$ cat src/rtl/tlb_port_arbiter_if.sv
// Request/response bundle between the fetch/data requesters, the shared
// TLB lookup port and the arbiter.
interface tlb_port_arbiter_if;
    logic        inst_req_i;
    logic [31:0] inst_vaddr_i;
    logic        inst_gnt_o;
    logic        inst_rvalid_o;
    logic [31:0] inst_paddr_o;
    logic        inst_miss_o;
    logic        inst_invalid_o;
    logic        inst_cache_o;

    logic        data_req_i;
    logic [31:0] data_vaddr_i;
    logic        data_ren_i;
    logic        data_wen_i;
    logic        data_gnt_o;
    logic        data_rvalid_o;
    logic [31:0] data_paddr_o;
    logic        data_miss_o;
    logic        data_invalid_o;
    logic        data_modified_o;
    logic        data_cache_o;

    logic        flush_i;
    logic        tlb_write_i;

    logic        tlb_valid_o;
    logic [31:0] tlb_vaddr_o;
    logic        tlb_ren_o;
    logic        tlb_wen_o;
    logic [31:0] tlb_paddr_i;
    logic        tlb_miss_i;
    logic        tlb_invalid_i;
    logic        tlb_modified_i;
    logic        tlb_cache_i;

    modport slave (
        input  inst_req_i, inst_vaddr_i,
        output inst_gnt_o, inst_rvalid_o, inst_paddr_o,
        output inst_miss_o, inst_invalid_o, inst_cache_o,
        input  data_req_i, data_vaddr_i, data_ren_i, data_wen_i,
        output data_gnt_o, data_rvalid_o, data_paddr_o,
        output data_miss_o, data_invalid_o, data_modified_o, data_cache_o,
        input  flush_i, tlb_write_i,
        output tlb_valid_o, tlb_vaddr_o, tlb_ren_o, tlb_wen_o,
        input  tlb_paddr_i, tlb_miss_i, tlb_invalid_i,
        input  tlb_modified_i, tlb_cache_i
    );

    modport master (
        output inst_req_i, inst_vaddr_i,
        input  inst_gnt_o, inst_rvalid_o, inst_paddr_o,
        input  inst_miss_o, inst_invalid_o, inst_cache_o,
        output data_req_i, data_vaddr_i, data_ren_i, data_wen_i,
        input  data_gnt_o, data_rvalid_o, data_paddr_o,
        input  data_miss_o, data_invalid_o, data_modified_o, data_cache_o,
        output flush_i, tlb_write_i,
        input  tlb_valid_o, tlb_vaddr_o, tlb_ren_o, tlb_wen_o,
        output tlb_paddr_i, tlb_miss_i, tlb_invalid_i,
        output tlb_modified_i, tlb_cache_i
    );
endinterface

$ cat src/rtl/tlb_port_arbiter.sv
// Shares the joint TLB lookup port between instruction fetch and data
// memory; one lookup outstanding, data priority with starvation guard.
module tlb_port_arbiter #(
    parameter int LOOKUP_LAT = 1,
    parameter int STARVE_MAX = 4
) (
    input logic               clk,
    input logic               rst,
    tlb_port_arbiter_if.slave bus
);
    localparam int CW = (LOOKUP_LAT < 2) ? 1 : $clog2(LOOKUP_LAT + 1);
    localparam int SW = (STARVE_MAX < 2) ? 1 : $clog2(STARVE_MAX + 1);
    localparam logic [CW-1:0] LAT_V    = CW'(LOOKUP_LAT);
    localparam logic [SW-1:0] STARVE_V = SW'(STARVE_MAX);

    typedef enum logic [1:0] {IDLE, ISSUE, WAIT} state_e;

    state_e        state_q, state_d;
    logic [CW-1:0] cnt_q, cnt_d;
    logic [SW-1:0] starve_q, starve_d;
    logic          owner_q, owner_d;
    logic          valid_q, valid_d;
    logic [31:0]   vaddr_q, vaddr_d;
    logic          ren_q, ren_d;
    logic          wen_q, wen_d;
    logic          irv_q, irv_d;
    logic          drv_q, drv_d;
    logic [31:0]   ipaddr_q, ipaddr_d;
    logic          imiss_q, imiss_d;
    logic          iinv_q, iinv_d;
    logic          icache_q, icache_d;
    logic [31:0]   dpaddr_q, dpaddr_d;
    logic          dmiss_q, dmiss_d;
    logic          dinv_q, dinv_d;
    logic          dmod_q, dmod_d;
    logic          dcache_q, dcache_d;
    logic          inst_gnt, data_gnt, sample;

    always_comb begin
        state_d  = state_q;
        cnt_d    = cnt_q;
        starve_d = starve_q;
        owner_d  = owner_q;
        valid_d  = 1'b0;
        vaddr_d  = vaddr_q;
        ren_d    = ren_q;
        wen_d    = wen_q;
        irv_d    = 1'b0;
        drv_d    = 1'b0;
        ipaddr_d = ipaddr_q;
        imiss_d  = imiss_q;
        iinv_d   = iinv_q;
        icache_d = icache_q;
        dpaddr_d = dpaddr_q;
        dmiss_d  = dmiss_q;
        dinv_d   = dinv_q;
        dmod_d   = dmod_q;
        dcache_d = dcache_q;
        inst_gnt = 1'b0;
        data_gnt = 1'b0;
        sample   = 1'b0;

        unique case (state_q)
            IDLE: begin
                if (!rst && !bus.flush_i && !bus.tlb_write_i) begin
                    if (bus.data_req_i &&
                        !(bus.inst_req_i && starve_q == STARVE_V))
                        data_gnt = 1'b1;
                    else if (bus.inst_req_i)
                        inst_gnt = 1'b1;
                end
            end
            ISSUE: begin
                state_d = bus.flush_i ? IDLE : WAIT;
                cnt_d   = LAT_V;
            end
            WAIT: begin
                cnt_d = cnt_q - CW'(1);
                if (bus.flush_i) begin
                    state_d = IDLE;
                end else if (cnt_q == CW'(1)) begin
                    sample  = 1'b1;
                    state_d = IDLE;
                end
            end
            default: state_d = IDLE;
        endcase

        if (inst_gnt || data_gnt) begin
            state_d = ISSUE;
            valid_d = 1'b1;
            owner_d = data_gnt;
            vaddr_d = data_gnt ? bus.data_vaddr_i : bus.inst_vaddr_i;
            ren_d   = data_gnt & bus.data_ren_i;
            wen_d   = data_gnt & bus.data_wen_i;
        end

        // Count only contested data wins; a fetch win resets the guard.
        if (data_gnt && bus.inst_req_i && starve_q != STARVE_V)
            starve_d = starve_q + SW'(1);
        if (inst_gnt)
            starve_d = '0;

        if (sample) begin
            irv_d = !owner_q;
            drv_d = owner_q;
            if (owner_q) begin
                dpaddr_d = bus.tlb_paddr_i;
                dmiss_d  = bus.tlb_miss_i;
                dinv_d   = bus.tlb_invalid_i;
                dmod_d   = bus.tlb_modified_i;
                dcache_d = bus.tlb_cache_i;
            end else begin
                ipaddr_d = bus.tlb_paddr_i;
                imiss_d  = bus.tlb_miss_i;
                iinv_d   = bus.tlb_invalid_i;
                icache_d = bus.tlb_cache_i;
            end
        end
    end

    always_ff @(posedge clk or posedge rst) begin
        if (rst) begin
            state_q  <= IDLE;
            cnt_q    <= '0;
            starve_q <= '0;
            owner_q  <= 1'b0;
            valid_q  <= 1'b0;
            vaddr_q  <= '0;
            ren_q    <= 1'b0;
            wen_q    <= 1'b0;
            irv_q    <= 1'b0;
            drv_q    <= 1'b0;
            ipaddr_q <= '0;
            imiss_q  <= 1'b0;
            iinv_q   <= 1'b0;
            icache_q <= 1'b0;
            dpaddr_q <= '0;
            dmiss_q  <= 1'b0;
            dinv_q   <= 1'b0;
            dmod_q   <= 1'b0;
            dcache_q <= 1'b0;
        end else begin
            state_q  <= state_d;
            cnt_q    <= cnt_d;
            starve_q <= starve_d;
            owner_q  <= owner_d;
            valid_q  <= valid_d;
            vaddr_q  <= vaddr_d;
            ren_q    <= ren_d;
            wen_q    <= wen_d;
            irv_q    <= irv_d;
            drv_q    <= drv_d;
            ipaddr_q <= ipaddr_d;
            imiss_q  <= imiss_d;
            iinv_q   <= iinv_d;
            icache_q <= icache_d;
            dpaddr_q <= dpaddr_d;
            dmiss_q  <= dmiss_d;
            dinv_q   <= dinv_d;
            dmod_q   <= dmod_d;
            dcache_q <= dcache_d;
        end
    end

    assign bus.inst_gnt_o      = inst_gnt;
    assign bus.data_gnt_o      = data_gnt;
    assign bus.inst_rvalid_o   = irv_q;
    assign bus.data_rvalid_o   = drv_q;
    assign bus.inst_paddr_o    = ipaddr_q;
    assign bus.inst_miss_o     = imiss_q;
    assign bus.inst_invalid_o  = iinv_q;
    assign bus.inst_cache_o    = icache_q;
    assign bus.data_paddr_o    = dpaddr_q;
    assign bus.data_miss_o     = dmiss_q;
    assign bus.data_invalid_o  = dinv_q;
    assign bus.data_modified_o = dmod_q;
    assign bus.data_cache_o    = dcache_q;
    assign bus.tlb_valid_o     = valid_q;
    assign bus.tlb_vaddr_o     = vaddr_q;
    assign bus.tlb_ren_o       = ren_q;
    assign bus.tlb_wen_o       = wen_q;
endmodule

$ cat src/flat_wrapper.sv
// flat-port wrapper written by rule: the top's interface ports become plain ports
module tlb_port_arbiter_flat 
#(
    parameter int LOOKUP_LAT = 1,
    parameter int STARVE_MAX = 4
)
  (clk, rst, bus_inst_req_i, bus_inst_vaddr_i, bus_inst_gnt_o, bus_inst_rvalid_o, bus_inst_paddr_o, bus_inst_miss_o, bus_inst_invalid_o, bus_inst_cache_o, bus_data_req_i, bus_data_vaddr_i, bus_data_ren_i, bus_data_wen_i, bus_data_gnt_o, bus_data_rvalid_o, bus_data_paddr_o, bus_data_miss_o, bus_data_invalid_o, bus_data_modified_o, bus_data_cache_o, bus_flush_i, bus_tlb_write_i, bus_tlb_valid_o, bus_tlb_vaddr_o, bus_tlb_ren_o, bus_tlb_wen_o, bus_tlb_paddr_i, bus_tlb_miss_i, bus_tlb_invalid_i, bus_tlb_modified_i, bus_tlb_cache_i);
  tlb_port_arbiter_if bus_i ();
  input logic clk;
  input logic rst;
  input wire logic [$bits(bus_i.inst_req_i)-1:0] bus_inst_req_i;
  input wire logic [$bits(bus_i.inst_vaddr_i)-1:0] bus_inst_vaddr_i;
  output wire logic [$bits(bus_i.inst_gnt_o)-1:0] bus_inst_gnt_o;
  output wire logic [$bits(bus_i.inst_rvalid_o)-1:0] bus_inst_rvalid_o;
  output wire logic [$bits(bus_i.inst_paddr_o)-1:0] bus_inst_paddr_o;
  output wire logic [$bits(bus_i.inst_miss_o)-1:0] bus_inst_miss_o;
  output wire logic [$bits(bus_i.inst_invalid_o)-1:0] bus_inst_invalid_o;
  output wire logic [$bits(bus_i.inst_cache_o)-1:0] bus_inst_cache_o;
  input wire logic [$bits(bus_i.data_req_i)-1:0] bus_data_req_i;
  input wire logic [$bits(bus_i.data_vaddr_i)-1:0] bus_data_vaddr_i;
  input wire logic [$bits(bus_i.data_ren_i)-1:0] bus_data_ren_i;
  input wire logic [$bits(bus_i.data_wen_i)-1:0] bus_data_wen_i;
  output wire logic [$bits(bus_i.data_gnt_o)-1:0] bus_data_gnt_o;
  output wire logic [$bits(bus_i.data_rvalid_o)-1:0] bus_data_rvalid_o;
  output wire logic [$bits(bus_i.data_paddr_o)-1:0] bus_data_paddr_o;
  output wire logic [$bits(bus_i.data_miss_o)-1:0] bus_data_miss_o;
  output wire logic [$bits(bus_i.data_invalid_o)-1:0] bus_data_invalid_o;
  output wire logic [$bits(bus_i.data_modified_o)-1:0] bus_data_modified_o;
  output wire logic [$bits(bus_i.data_cache_o)-1:0] bus_data_cache_o;
  input wire logic [$bits(bus_i.flush_i)-1:0] bus_flush_i;
  input wire logic [$bits(bus_i.tlb_write_i)-1:0] bus_tlb_write_i;
  output wire logic [$bits(bus_i.tlb_valid_o)-1:0] bus_tlb_valid_o;
  output wire logic [$bits(bus_i.tlb_vaddr_o)-1:0] bus_tlb_vaddr_o;
  output wire logic [$bits(bus_i.tlb_ren_o)-1:0] bus_tlb_ren_o;
  output wire logic [$bits(bus_i.tlb_wen_o)-1:0] bus_tlb_wen_o;
  input wire logic [$bits(bus_i.tlb_paddr_i)-1:0] bus_tlb_paddr_i;
  input wire logic [$bits(bus_i.tlb_miss_i)-1:0] bus_tlb_miss_i;
  input wire logic [$bits(bus_i.tlb_invalid_i)-1:0] bus_tlb_invalid_i;
  input wire logic [$bits(bus_i.tlb_modified_i)-1:0] bus_tlb_modified_i;
  input wire logic [$bits(bus_i.tlb_cache_i)-1:0] bus_tlb_cache_i;
  assign bus_i.inst_req_i = bus_inst_req_i;
  assign bus_i.inst_vaddr_i = bus_inst_vaddr_i;
  assign bus_inst_gnt_o = bus_i.inst_gnt_o;
  assign bus_inst_rvalid_o = bus_i.inst_rvalid_o;
  assign bus_inst_paddr_o = bus_i.inst_paddr_o;
  assign bus_inst_miss_o = bus_i.inst_miss_o;
  assign bus_inst_invalid_o = bus_i.inst_invalid_o;
  assign bus_inst_cache_o = bus_i.inst_cache_o;
  assign bus_i.data_req_i = bus_data_req_i;
  assign bus_i.data_vaddr_i = bus_data_vaddr_i;
  assign bus_i.data_ren_i = bus_data_ren_i;
  assign bus_i.data_wen_i = bus_data_wen_i;
  assign bus_data_gnt_o = bus_i.data_gnt_o;
  assign bus_data_rvalid_o = bus_i.data_rvalid_o;
  assign bus_data_paddr_o = bus_i.data_paddr_o;
  assign bus_data_miss_o = bus_i.data_miss_o;
  assign bus_data_invalid_o = bus_i.data_invalid_o;
  assign bus_data_modified_o = bus_i.data_modified_o;
  assign bus_data_cache_o = bus_i.data_cache_o;
  assign bus_i.flush_i = bus_flush_i;
  assign bus_i.tlb_write_i = bus_tlb_write_i;
  assign bus_tlb_valid_o = bus_i.tlb_valid_o;
  assign bus_tlb_vaddr_o = bus_i.tlb_vaddr_o;
  assign bus_tlb_ren_o = bus_i.tlb_ren_o;
  assign bus_tlb_wen_o = bus_i.tlb_wen_o;
  assign bus_i.tlb_paddr_i = bus_tlb_paddr_i;
  assign bus_i.tlb_miss_i = bus_tlb_miss_i;
  assign bus_i.tlb_invalid_i = bus_tlb_invalid_i;
  assign bus_i.tlb_modified_i = bus_tlb_modified_i;
  assign bus_i.tlb_cache_i = bus_tlb_cache_i;
  tlb_port_arbiter #(.LOOKUP_LAT(LOOKUP_LAT), .STARVE_MAX(STARVE_MAX)) u_core (.clk(clk), .rst(rst), .bus(bus_i));
endmodule
$ cat config.mk
export PLATFORM = sky130hd
export DESIGN_NAME = tlb_port_arbiter_flat
export DESIGN_NICKNAME = d
export VERILOG_FILES = /design/src/rtl/tlb_port_arbiter_if.sv /design/src/rtl/tlb_port_arbiter.sv /design/src/flat_wrapper.sv
export SDC_FILE = /design/constraint.sdc
export NUM_CORES = 1
export LEC_CHECK = 0
export BUFFER_PORTS_ARGS = -buffer_cell sky130_fd_sc_hd__clkbuf_2
export CORE_UTILIZATION = 47
export DETAILED_ROUTE_END_ITERATION = 8
export GPL_TIMING_DRIVEN = 0
export PLACE_DENSITY = 0.83
export SLEW_MARGIN = 25
export SYNTH_ARGS = -nofsm -noshare
export SYNTH_HDL_FRONTEND = slang
export SYNTH_SLANG_ARGS = --single-unit
$ cat constraint.sdc
create_clock -name clk -period 5.3 [get_ports clk]
set_input_delay 1.06 -clock clk [delete_from_list [all_inputs] [get_ports clk]]
set_output_delay 1.06 -clock clk [all_outputs]
set_load 0.02 [all_outputs]
### Word-level counts from Yosys, hierarchy flattened

Index checks and enable logic that the tools add are counted.

* flip-flop bits (word level): 115
* input bits: 108
* output and inout port bits: 110
* word-level logic and storage cells: 70

* $add $sub $neg: 2
* bitwise logic cells: 3
* mux-type cells: 22
* reductions and logical operators: 18
* equality and inequality tests: 6

Operators with widths (number)
* 32-bit 2-to-1 mux: 1
* 1-bit 2-to-1 mux: 13
* 2-bit 2-to-1 mux: 4
* 1-bit logical AND: 6
* 3-bit 2-to-1 mux: 2
* 2-bit one-hot mux with 3 select lines: 1
* 2-bit AND reduction: 3
* 1-bit logical NOT: 5
* 4-bit by 2-bit inequality test with 1-bit output (second input constant): 1
* 2-bit nonzero test: 2
* 3-bit by 1-bit adder with 3-bit output (second input constant): 1
* 3-bit equality test (second input constant): 1
* 3-bit inequality test (second input constant): 1
* 1-bit AND: 2
* 2-bit by 1-bit equality test with 1-bit output (second input constant): 1
* 2-bit equality test (second input constant): 1
* 2-bit logical NOT: 1
* 2-bit by 1-bit inequality test with 1-bit output (second input constant): 1
* 1-bit one-hot mux with 2 select lines: 1
* 1-bit logical OR: 1
* 1-bit NOT: 1
* 1-bit subtractor (second input constant): 1

### Depth between registers and ports, before layout

* depth in word-level cells: 11
* depth in mapped cells: 7
* gate-level depth less buffers: 6

### Worst setup path after synthesis

No wires, ideal clock.

* kind: input to output
* start: in bus_tlb_write_i
* end: out bus_inst_gnt_o
* buffers on the path: 1
* stages on the path: 3
* data required time: 4240 ps
* arrival time: 2149 ps
* setup slack: 2091 ps
* cells stage by stage: or4b_4 a211oi_4 buf_6

* word-level cells in the longest chain between the ends: 4

Ends and longest elaborated chain
* start, declared: RTL line flat_wrapper.sv:31 `input wire logic [$bits(bus_i.tlb_write_i)-1:0] bus_tlb_write_i;`
* 1-bit logical NOT: RTL line tlb_port_arbiter.sv:65 `if (!rst && !bus.flush_i && !bus.tlb_write_i) begin`
* 1-bit logical AND: RTL line tlb_port_arbiter.sv:65
* 1-bit 2-to-1 mux: RTL line tlb_port_arbiter.sv:65
* 1-bit 2-to-1 mux: RTL line tlb_port_arbiter.sv:63 `unique case (state_q)`
* end, declared: RTL line flat_wrapper.sv:13 `output wire logic [$bits(bus_i.inst_gnt_o)-1:0] bus_inst_gnt_o;`

No other way between the ends.

### Worst setup path in the final report

* start: in bus_flush_i
* end: out bus_inst_gnt_o

* word-level cells in the longest chain between the ends: 5

Ends and longest elaborated chain
* start, declared: RTL line flat_wrapper.sv:30 `input wire logic [$bits(bus_i.flush_i)-1:0] bus_flush_i;`
* 1-bit logical NOT: RTL line tlb_port_arbiter.sv:65
* 1-bit logical AND (2 in series): RTL line tlb_port_arbiter.sv:65
* 1-bit 2-to-1 mux: RTL line tlb_port_arbiter.sv:65
* 1-bit 2-to-1 mux: RTL line tlb_port_arbiter.sv:63

No other way between the ends.

==> flow_summary_export.csv <==
group,metric,value,unit
finish,final_common_cell,"clkbuf_2",
power_and_ir_drop,power_switching,1.53,mW
routing,drt-wirelength-per-cell,17.7,um
cts,cts_resized,0,
finish,finalNonFillerCells,700,
sta,finalHoldViolCount,0,
sta,tns,0,ns
outcome,run_status,"finished clean",
synth,netlist_area,0.00469,sq mm
sta,min_period,3.72,ns
worst_hold_path,hold_start,"u_core.bus.data_paddr_o[30]",
sta,skew,0.00857,ns
routing,viasPerCell,5.25,
floorplanning,rows,36,
finish,diodes,0,
critical_path,slowest_delay,0.58,ns
routing,drt-initial-drc-count,112,
finish,nNetsFinal,667,
critical_path,path_buf_inv,3,
floorplanning,fp.dieW,102,um
power_and_ir_drop,leakage,3.45,nW
critical_path,cp-start-kind,"primary input",
place,port_buffers,217,
sta,tightest_slew,0.693,ns
place,dp_cells,668,
power_and_ir_drop,vdd_drop_max,0.000322,V
routing,drc_errors,0,
synth,syn_area_per_cell,14.8,sq um
finish,drive_above_1_share,61.6,%
finish,area_delta_synth_final,40.8,%
global_routing,grt.overflow.total,0,
critical_path,crit_chain,"clkbuf_2 > or4b_4 > a211oi_4 > buf_6 > clkbuf_2",
global_routing,grt_pass1_vias,3841,
sta,rsz0062_at_grt,"false",
sta,fin_hold_ws,0.505,ns
cts,clock_sinks,115,
sta,setup_viol,0,
worst_hold_path,holdPathStages,1,
place,hpwl,9240,um
global_routing,grt_pass1_wl,19100,um
synth,syn_inst,317,
critical_path,worstReg2RegStart,"u_core.state_q[0]",
place,routabilityCongestion,0.801,
sta,post-route-period-util,70.1,%
critical_path,arrival,2.66,ns
worst_hold_path,hold_path.class,"flop to flop",
critical_path,path_max_fanout,10,
synth,syn_nets,430,
cts,clk_latency,0.52,ns
critical_path,r2r_end,"u_core.bus.inst_paddr_o[19]",
synth,synth_area_leaders,"dfrtp_1, mux2_2, a221o_1",
synth,synth_top_area_share,61.4,%
cts,clockBufferDepth,2,
cts,cts_buffers,17,
floorplanning,die_h,102,um
routing,route.antenna.remaining_nets,0,
worst_hold_path,min_to,"u_core.bus.data_paddr_o[30]",
synth,synth_cell_types,30,
routing,drt-total-wl,12400,um
sta,fmax,269,MHz
power_and_ir_drop,power_density,640,mW/mm^2
power_and_ir_drop,pwr-share-clk,28.3,%
power_and_ir_drop,internal-power,2.70,mW
global_routing,grt_max_degree,67,
floorplanning,core,0.00973,sq mm
synth,yosysTopAreaCell,"dfrtp_1",
routing,num_vias,3673,
synth,synthArstFlopShare,100,%
flow_run,cap_violations,0,
cts,post-cts-setup-buffer-count,0,
place,pre_cts_ws,1.58,ns
global_routing,antenna_found_initial,0,
floorplanning,boundaryPins,218,
cts,path_clk_slew,0.05,ns
critical_path,path_delay_family,"simple AND/OR/NAND/NOR gates",
synth,synth_ff_type,"dfrtp_1",
global_routing,grt_use_total,25.0,%
critical_path,crit_path_top_delay_cell,"or4b_4",
critical_path,endpoint_kind,"output port",
sta,final-max-slew-violation-count,0,
floorplanning,dieArea,0.0104,sq mm
sta,worst_slack,1.58,ns
cts,postCtsHoldBufs,0,
critical_path,rr_worst_depth,6,
critical_path,crit_type,"primary input to output port",
cts,root_buffer,"clkbuf_8",
synth,yosysSeqAreaShare,61.4,%
cts,htree_levels,4,
floorplanning,start_util,48.2,%
synth,yosysWarnings,0,
cts,cts_tree,"built",
power_and_ir_drop,power_frac_comb,36.1,%
routing,drtPass1Iterations,5,
critical_path,rrSetupSlack,3.03,ns
critical_path,required,4.24,ns
finish,mostFrequentLayoutCells,"clkbuf_2, dfrtp_1, mux2_2",
power_and_ir_drop,power_frac_seq,35.6,%
sta,relSlewSlack,53.5,%
critical_path,crit_top_cell,"clkbuf_2",
power_and_ir_drop,switching_share,36.1,%
power_and_ir_drop,power,4.23,mW
synth,synth_edf_count,0,
synth,synth-seq-cells,115,
==> synthesized netlist by cell type, drive strengths merged (2+ instances only) <==
library cell / count
a221o: 32
a21oi: 2
o21ai: 4
buf: 14
inv: 9
nand2: 6
clkbuf: 6
nand3: 2
ha: 5
a22o: 2
mux2: 72
dfrtp: 115
nor2: 2
a21boi: 32
==> power by group through the flow <==
stage / combinational, mW / sequential [mW] / clock [mW]
after floorplan: 0.495 / 1.95 / 0
after global placement: 1.50 / 1.48 / 0
after detailed placement: 1.54 / 1.51 / 0
after CTS: 1.54 / 1.50 / 1.22
after global routing: 1.64 / 1.55 / 1.26
final: 1.53 / 1.50 / 1.20
==> kinds of logic (layout without fill, tap and decap cells) <==
logic type	count (synthesis)	in the layout	synth area share [%]
compound gates	77	77	14.2
buf+inv	29	279	3.09
fa+ha+maj	5	5	1.33
simple gates	19	19	2.75
flops	115	115	61.4
mux	72	72	17.3
==> registers in the layout (all words and copies together), names as in the netlist, 2 cells and up <==
signal,cells
u_core.state_q,2
u_core.bus.inst_paddr_o,32
u_core.bus.tlb_vaddr_o,32
u_core.bus.data_paddr_o,32
u_core.starve_q,3
==> routing by layer <==
metal | track usage, % | up-vias | share of wire [%]
met5 | 0 | - | 0
met4 | 10.7 | 0 | 1.7
met3 | 8.07 | 13 | 7.0
met2 | 44.8 | 158 | 53
met1 | 27.3 | 1838 | 39
li1 | - | 1664 | -
==> layout make-up <==
class | count | area [sq um]
Fill cell | 756 | 3130
Sequential cell | 115 | 2880
Multi-Input combinational cell | 173 | 1670
Timing Repair Buffer | 218 | 1110
Clock buffer | 18 | 428
Clock inverter | 14 | 201
Tap cell | 133 | 166
Buffer | 20 | 111
Inverter | 9 | 38.8
==> how the worst max path moves through the flow <==
stage,start,endpoint,slack (ns),cells after the start
after floorplan,rst,u_core.bus.data_cache_o,1.20,1
after global placement,rst,u_core.bus.inst_paddr_o[31],0.04,2
after detailed placement,bus_flush_i,bus_data_gnt_o,1.58,6
after CTS,u_core.state_q[0],bus_data_gnt_o,1.54,7
after global routing,u_core.state_q[0],bus_data_gnt_o,1.43,7
final,bus_flush_i,bus_inst_gnt_o,1.58,5
==> worst reg2reg max path: cells and delay by family (launching register included) <==
kind	cells	cell delay, ns
mux	1	0.39
buf+inv	2	0.52
flops	1	0.40
simple gates	2	0.64
fa+ha+maj	1	0.21
==> per-stage QoR <==
step	utilization, %	area, sq um
6_report	67.9	6600
3_3_place_gp	61.1	5940
2_1_floorplan	-	4690
5_1_grt	67.9	6600
3_5_place_dp	61.4	5970
4_1_cts	67.9	6600
Power figures use the tool's default switching activity.
